==> config.mk <==
export PLATFORM = sky130hd
export DESIGN_NAME = tmds_multi_encoder
export DESIGN_NICKNAME = d
export VERILOG_FILES = /design/src/rtl/tmds_pkg.sv /design/src/rtl/tmds_enc_lane.sv /design/src/rtl/tmds_multi_encoder.sv
export SDC_FILE = /design/constraint.sdc
export NUM_CORES = 1
export LEC_CHECK = 0
export BUFFER_PORTS_ARGS = -buffer_cell sky130_fd_sc_hd__buf_2
export CORE_ASPECT_RATIO = 0.6
export CORE_MARGIN = 3
export CORE_UTILIZATION = 45
export DETAILED_ROUTE_END_ITERATION = 12
export GPL_TIMING_DRIVEN = 0
export PLACE_DENSITY = 0.71
export SYNTH_ARGS = -nofsm -noshare
export SYNTH_HDL_FRONTEND = slang
export SYNTH_HIERARCHICAL = 1
export SYNTH_SLANG_ARGS = --single-unit
==> constraint.sdc <==
create_clock -name clk -period 12.6 [get_ports clk]
set_input_delay 1.26 -clock clk [delete_from_list [all_inputs] [get_ports clk]]
set_output_delay 1.26 -clock clk [all_outputs]
set_load 0.01 [all_outputs]
==> src/rtl/tmds_pkg.sv <==
// Shared constants and code tables for the multi-lane TMDS/HDMI encoder.
package tmds_pkg;

    localparam logic [2:0] MODE_CTRL   = 3'd0;
    localparam logic [2:0] MODE_VIDEO  = 3'd1;
    localparam logic [2:0] MODE_VGUARD = 3'd2;
    localparam logic [2:0] MODE_DGUARD = 3'd3;
    localparam logic [2:0] MODE_ISLAND = 3'd4;

    localparam logic [9:0] TMDS_RESET = 10'b1101010100;
    localparam logic [9:0] GB_A       = 10'b1011001100;
    localparam logic [9:0] GB_B       = 10'b0100110011;

    // Control-period code for {C1,C0}.
    function automatic logic [9:0] ctrl_code(input logic [1:0] c);
        logic [9:0] w;
        case (c)
            2'b00:   w = 10'b1101010100;
            2'b01:   w = 10'b0010101011;
            2'b10:   w = 10'b0101010100;
            2'b11:   w = 10'b1010101011;
            default: w = 10'b1101010100;
        endcase
        return w;
    endfunction

    // HDMI TERC4 data-island symbol table.
    function automatic logic [9:0] terc4(input logic [3:0] t);
        logic [9:0] w;
        case (t)
            4'h0:    w = 10'b1010011100;
            4'h1:    w = 10'b1001100011;
            4'h2:    w = 10'b1011100100;
            4'h3:    w = 10'b1011100010;
            4'h4:    w = 10'b0101110001;
            4'h5:    w = 10'b0100011110;
            4'h6:    w = 10'b0110001110;
            4'h7:    w = 10'b0100111100;
            4'h8:    w = 10'b1011001100;
            4'h9:    w = 10'b0100111001;
            4'hA:    w = 10'b0110011100;
            4'hB:    w = 10'b1011000110;
            4'hC:    w = 10'b1010001110;
            4'hD:    w = 10'b1001110001;
            4'hE:    w = 10'b0101100011;
            4'hF:    w = 10'b1011000011;
            default: w = 10'b1010011100;
        endcase
        return w;
    endfunction

    // Number of ones in a byte.
    function automatic logic [3:0] popcount8(input logic [7:0] v);
        logic [3:0] n;
        n = 4'd0;
        for (int i = 0; i < 8; i++) begin
            n = n + {3'b000, v[i]};
        end
        return n;
    endfunction

    // Transition-minimised word q_m[8:0]; q_m[8]=1 means the XOR chain was used.
    function automatic logic [8:0] dvi_qm(input logic [7:0] d);
        logic [3:0] n1;
        logic       use_xnor;
        logic [8:0] qm;
        n1       = popcount8(d);
        use_xnor = (n1 > 4'd4) || ((n1 == 4'd4) && !d[0]);
        qm       = 9'd0;
        qm[0]    = d[0];
        for (int i = 1; i < 8; i++) begin
            qm[i] = use_xnor ? ~(qm[i-1] ^ d[i]) : (qm[i-1] ^ d[i]);
        end
        qm[8] = ~use_xnor;
        return qm;
    endfunction

endpackage

==> src/rtl/tmds_enc_lane.sv <==
// One TMDS lane: stage 1 builds q_m, stage 2 picks the output word and tracks disparity.
module tmds_enc_lane
    import tmds_pkg::*;
#(
    parameter int LANE = 0
) (
    input  logic       clk,
    input  logic       rst_n,
    input  logic [2:0] mode,
    input  logic [7:0] vd,
    input  logic [1:0] cd,
    input  logic [3:0] terc,
    output logic [9:0] tmds
);

    localparam logic [1:0] LANE_MOD = 2'(LANE % 3);

    logic [8:0]        qm_d, qm_q;
    logic [3:0]        n1_d, n1_q;
    logic [2:0]        md_d, md_q;
    logic [1:0]        cd_d, cd_q;
    logic [3:0]        terc_d, terc_q;
    logic [9:0]        tmds_d, tmds_q;
    logic signed [4:0] cnt_d, cnt_q;
    logic signed [5:0] diff_s, cnt_ext_s, cnt_sum_s;
    logic              q8_s;

    // Stage 1 next-state: q_m, its ones count, and the side-band inputs.
    always_comb begin
        qm_d   = dvi_qm(vd);
        n1_d   = popcount8(qm_d[7:0]);
        md_d   = mode;
        cd_d   = cd;
        terc_d = terc;
    end

    // Stage 1 registers.
    always_ff @(posedge clk) begin
        if (!rst_n) begin
            qm_q   <= 9'd0;
            n1_q   <= 4'd0;
            md_q   <= MODE_CTRL;
            cd_q   <= 2'b00;
            terc_q <= 4'd0;
        end else begin
            qm_q   <= qm_d;
            n1_q   <= n1_d;
            md_q   <= md_d;
            cd_q   <= cd_d;
            terc_q <= terc_d;
        end
    end

    // Stage 2 word selection; diff_s is N1-N0 of q_m[7:0], cnt only survives VIDEO.
    always_comb begin
        q8_s      = qm_q[8];
        diff_s    = $signed({1'b0, n1_q, 1'b0}) - 6'sd8;
        cnt_ext_s = {cnt_q[4], cnt_q};
        cnt_sum_s = 6'sd0;
        tmds_d    = TMDS_RESET;
        case (md_q)
            MODE_VIDEO: begin
                if ((cnt_q == 5'sd0) || (diff_s == 6'sd0)) begin
                    tmds_d    = {~q8_s, q8_s, q8_s ? qm_q[7:0] : ~qm_q[7:0]};
                    cnt_sum_s = q8_s ? (cnt_ext_s + diff_s) : (cnt_ext_s - diff_s);
                end else if (cnt_q[4] == diff_s[5]) begin
                    // Both nonzero with equal sign: running disparity and word lean the same way.
                    tmds_d    = {1'b1, q8_s, ~qm_q[7:0]};
                    cnt_sum_s = cnt_ext_s + (q8_s ? 6'sd2 : 6'sd0) - diff_s;
                end else begin
                    tmds_d    = {1'b0, q8_s, qm_q[7:0]};
                    cnt_sum_s = cnt_ext_s + diff_s - (q8_s ? 6'sd0 : 6'sd2);
                end
            end
            MODE_VGUARD: tmds_d = (LANE_MOD == 2'd1) ? GB_B : GB_A;
            MODE_DGUARD: tmds_d = (LANE_MOD == 2'd0) ? terc4({2'b11, cd_q}) : GB_B;
            MODE_ISLAND: tmds_d = terc4(terc_q);
            default:     tmds_d = ctrl_code(cd_q);
        endcase
        cnt_d = 5'(cnt_sum_s);
    end

    // Stage 2 registers: output word and running disparity.
    always_ff @(posedge clk) begin
        if (!rst_n) begin
            tmds_q <= TMDS_RESET;
            cnt_q  <= 5'sd0;
        end else begin
            tmds_q <= tmds_d;
            cnt_q  <= cnt_d;
        end
    end

    assign tmds = tmds_q;

endmodule

==> src/rtl/tmds_multi_encoder.sv <==
// NCH-lane TMDS/HDMI encoder with a 2-cycle pipeline and a sticky guard-sequence monitor.
module tmds_multi_encoder
    import tmds_pkg::*;
#(
    parameter int NCH   = 3,
    parameter int GBLEN = 2
) (
    input  logic              clk,
    input  logic              rst_n,
    input  logic [2:0]        mode,
    input  logic [8*NCH-1:0]  vd,
    input  logic [2*NCH-1:0]  cd,
    input  logic [4*NCH-1:0]  terc,
    output logic [10*NCH-1:0] tmds,
    output logic [2:0]        mode_q,
    output logic              seq_err
);

    localparam logic [2:0] GBLEN_W = 3'(GBLEN);

    logic [2:0] mode_n_s;
    logic [2:0] mode_s1_d, mode_s1_q;
    logic [2:0] mode_d;
    logic [2:0] gcnt_d, gcnt_q;
    logic       seq_err_d, seq_err_q;
    logic       cur_guard_s, entry_bad_s;

    // Fold the undefined mode codes onto CTRL so every lane and mode_q agree.
    always_comb begin
        if (mode > MODE_ISLAND) begin
            mode_n_s = MODE_CTRL;
        end else begin
            mode_n_s = mode;
        end
    end

    for (genvar i = 0; i < NCH; i++) begin : g_lane
        tmds_enc_lane #(.LANE(i)) u_lane (
            .clk   (clk),
            .rst_n (rst_n),
            .mode  (mode_n_s),
            .vd    (vd[8*i +: 8]),
            .cd    (cd[2*i +: 2]),
            .terc  (terc[4*i +: 4]),
            .tmds  (tmds[10*i +: 10])
        );
    end

    // Guard monitor: mode_s1_q is the current word, mode_q the previous one, gcnt_q its guard run.
    always_comb begin
        mode_s1_d   = mode_n_s;
        mode_d      = mode_s1_q;
        cur_guard_s = (mode_s1_q == MODE_VGUARD) || (mode_s1_q == MODE_DGUARD);
        if (cur_guard_s) begin
            if (gcnt_q == 3'd7) begin
                gcnt_d = 3'd7;
            end else begin
                gcnt_d = gcnt_q + 3'd1;
            end
        end else begin
            gcnt_d = 3'd0;
        end
        if ((mode_s1_q == MODE_VIDEO) && (mode_q != MODE_VIDEO)) begin
            entry_bad_s = (mode_q != MODE_VGUARD) || (gcnt_q != GBLEN_W);
        end else if ((mode_s1_q == MODE_ISLAND) && (mode_q != MODE_ISLAND)) begin
            entry_bad_s = (mode_q != MODE_DGUARD) || (gcnt_q != GBLEN_W);
        end else begin
            entry_bad_s = 1'b0;
        end
        seq_err_d = seq_err_q | entry_bad_s;
    end

    // Mode pipeline, guard run counter and sticky error flag.
    always_ff @(posedge clk) begin
        if (!rst_n) begin
            mode_s1_q <= MODE_CTRL;
            mode_q    <= MODE_CTRL;
            gcnt_q    <= 3'd0;
            seq_err_q <= 1'b0;
        end else begin
            mode_s1_q <= mode_s1_d;
            mode_q    <= mode_d;
            gcnt_q    <= gcnt_d;
            seq_err_q <= seq_err_d;
        end
    end

    assign seq_err = seq_err_q;

endmodule

==> insert_results.sql <==
INSERT INTO impl_metrics (metric_group, metric, value, unit) VALUES
('critical_path', 'worst_setup_path_start_kind', 'input port', ''),
('clocking', 'worst_setup_hold_path_clk_slew', '0.06', 'ns'),
('logic_synthesis', 'yosys.cell_types.count', '70', ''),
('global_route', 'final_global_route_overflow_total', '0', ''),
('logic_synthesis', 'synth.area.top_cells', 'sky130_fd_sc_hd__dfxtp_1 31%, sky130_fd_sc_hd__ha_1 13%, sky130_fd_sc_hd__fa_1 8.8%', ''),
('route', 'wire_per_inst', '14.90', 'um'),
('logic_synthesis', 'postSynthRegisterBits', '136', ''),
('global_route', 'grt_antenna_before_repair', '3', ''),
('clocking', 'clock_path_buffers', '2', ''),
('power', 'total_power', '2025', 'uW'),
('cells_and_area', 'leading_cell_type_in_the_layout_fill_and_taps_excluded', 'sky130_fd_sc_hd__dfxtp_1', ''),
('global_route', 'largest_net_degree_at_the_start_of_global_routing', '19', ''),
('placed_design', 'port-buffer-count', '79', ''),
('logic_synthesis', 'post-synth-top-area-cell', 'sky130_fd_sc_hd__dfxtp_1', ''),
('sta', 'post-route-period-util', '50.15', '%'),
('critical_path', 'worst_ep_arrival_time', '6.61', 'ns'),
('logic_synthesis', 'synth_edf_count', '0', ''),
('global_route', 'gr-usage-met3', '4.327', '%'),
('route', 'drc', '0', ''),
('sta', 'setup_repair_after_global_routing_missed_its_margin', 'false', ''),
('logic_synthesis', 'synthesized_nets', '1142', ''),
('floorplanning', 'row_count', '39', ''),
('sta', 'final_setup_violation_count', '0', ''),
('logic_synthesis', 'avgSynthCellArea', '9.210', 'um2'),
('power', 'irDropWorstVdd', '0.1080', 'mV'),
('global_route', 'via_count_of_the_first_global_routing_pass', '6687', ''),
('min_path', 'min_path_type', 'flop to flop', ''),
('clocking', 'cts_setup_buffers', '0', ''),
('clocking', 'tritoncts', 'built', ''),
('route', 'num_vias', '6899', ''),
('critical_path', 'critPathRequiredTime', '12.89', 'ns'),
('critical_path', 'cp_common_cell', 'sky130_fd_sc_hd__fa_1', ''),
('logic_synthesis', 'synthesis.yosys.warnings', '6', ''),
('outcome', 'status', 'complete, no violations', ''),
('sta', 'fmaxAchievable', '158.3', 'MHz'),
('sta', 'min_clock_period_post_route', '6.319', 'ns'),
('route', 'avgViaCountPerCell', '5.133', ''),
('sta', 'final.setup_skew', '0.008353', 'ns'),
('placed_design', 'gp_routability_congestion', '0.9291', ''),
('critical_path', 'timing.critical_path.slowest_cell_delay', '0.54', 'ns'),
('route', 'drt-pass1-iter-count', '7', ''),
('logic_synthesis', 'synth_ff_type', 'sky130_fd_sc_hd__dfxtp_1', ''),
('floorplanning', 'core', '19230', 'um2'),
('clocking', 'htree_levels', '4', ''),
('sta', 'worst-slew-pin-transition', '0.8588', 'ns'),
('critical_path', 'setup.worst_path.end_class', 'flop', ''),
('global_route', 'first_pass_grt_wire_length', '33.71', 'mm'),
('cells_and_area', 'post_route_cells_drive_above_1_share', '13.93', '%'),
('floorplanning', 'initial_core_util', '46.28', '%'),
('critical_path', 'worst_path_max_delay_cell', 'sky130_fd_sc_hd__fa_1', ''),
('cells_and_area', 'final_nets', '1240', ''),
('sta', 'timing.final.hold_violations', '0', ''),
('sta', 'timing.max_slew.rel_slack', '42.55', '%'),
('cells_and_area', 'synthToLayoutAreaGrowth', '15.13', '%'),
('logic_synthesis', 'async_reset_ff_share', '0', '%'),
('power', 'power.static_leakage', '0.004555', 'uW'),
('critical_path', 'critical_path_peak_fanout', '5', ''),
('global_route', 'global_route.peak_usage_layer', 'met1', ''),
('cells_and_area', 'fin_area', '10240', 'um2'),
('sta', 'fin_setup_tns', '0', 'ns'),
('global_route', 'global_route.usage.met1', '28.83', '%'),
('logic_synthesis', 'synth-seq-area-share', '30.60', '%'),
('route', 'route.final.wire_length', '20.02', 'mm'),
('clocking', 'clock_insertion_delay_worst_skew', '0.42', 'ns'),
('clocking', 'clock_root_buffer_master', 'sky130_fd_sc_hd__clkbuf_16', ''),
('global_route', 'grt_util_met2', '28.48', '%'),
('critical_path', 'cp_cell_sequence', 'buf_2, fa_1, inv_1, fa_1, inv_1, ha_1, fa_1, nor3b_1, o21ai_0, a21oi_1, xnor2_1, fa_1, fa_1, inv_1, fa_1, inv_1, ha_1, inv_1, fa_1, xor2_1, nor2_1', ''),
('critical_path', 'cell_class_contributing_the_biggest_share_of_worst_path_delay', 'adder cells', ''),
('floorplanning', 'io_pins', '81', ''),
('floorplanning', 'die_width', '187.5', 'um'),
('critical_path', 'critical_path_class', 'input port to flop', '');
## metal layers
| metal | part of all wire, % | wire [um] |
|---|---|---|
| met4 | 1.1 | 213 |
| met2 | 41 | 8195 |
| met1 | 53 | 10540 |
| met5 | 0.11 | 23 |
| met3 | 5.2 | 1046 |
## cells by family (layout without fill, tap and decap cells)
| family | Yosys count | count (layout) | share of synthesized area (%) |
|---|---|---|---|
| other cells | 0 | 1 | 0 |
| xor+xnor | 96 | 96 | 10.83 |
| flops | 136 | 136 | 30.60 |
| simple gates | 252 | 252 | 14.19 |
| buf+inv | 131 | 242 | 5.639 |
| fa+ha+maj | 129 | 129 | 21.43 |
| mux | 18 | 18 | 2.475 |
| compound gates | 204 | 204 | 14.84 |
## per-stage QoR
stage / hold slack [ns] / cells / setup WS [ns] / util [%]
final: 0.4679 / 1344 / 6.281 / 53.28
after global routing: 0.4781 / 1344 / 5.989 / 53.28
after CTS: 0.4687 / 1343 / 6.277 / 53.27
after detailed placement: 0.4572 / 1311 / 5.809 / 50.07
after global placement: 0.4521 / 1311 / 5.910 / 50.07
after floorplan: 0.4120 / 966 / 6.352 / -
## worst paths after layout
check                           startpoint                   endpoint  slack (ns)  cells past startpoint
setup reg to reg  g_lane[2].u_lane/qm_q[8]  g_lane[2].u_lane/cnt_q[4]        9.85                     10
setup / recovery                    vd[16]   g_lane[2].u_lane/n1_q[2]        6.28                     21
hold reg to reg                  gcnt_q[0]                  gcnt_q[0]        0.47                      1
hold / removal                   gcnt_q[0]                  gcnt_q[0]        0.47                      1
## synthesized netlist by cell type, drive strengths merged (4+ instances only)
| cell type | count |
|---|---|
| nand3 | 8 |
| o21a | 4 |
| o21ai | 58 |
| nor2b | 13 |
| and2 | 40 |
| a22oi | 7 |
| a31oi | 6 |
| ha | 90 |
| a21oi | 52 |
| dfxtp | 136 |
| a32oi | 5 |
| inv | 100 |
| nor2 | 81 |
| fa | 39 |
| or2 | 4 |
| o22ai | 13 |
| mux2i | 16 |
| nor3 | 8 |
| clkbuf | 28 |
| nor3b | 15 |
| nand2 | 56 |
| nand2b | 8 |
| xor2 | 33 |
| a22o | 7 |
| a21o | 9 |
| o221ai | 5 |
| and3 | 4 |
| a211oi | 15 |
| or3 | 4 |
| xnor2 | 61 |
## power breakdown
part	internal (uW)	leakage, uW	total [uW]	switching (uW)
clock network	317	0.000295	520	203
registers	496	0.00113	537	41.0
logic	430	0.00313	968	538
## cell type report
cell class	count	area, um2
Clock buffer	18	429.2
Clock inverter	14	186.4
Buffer	30	122.6
Sequential cell	136	2723
Multi-Input combinational cell	699	5673
Fill cell	1756	8982
Antenna cell	1	2.502
Inverter	101	379.1
Tap cell	266	332.8
Timing Repair Buffer	79	395.4
No activity file was read; power rests on OpenSTA's default activity.
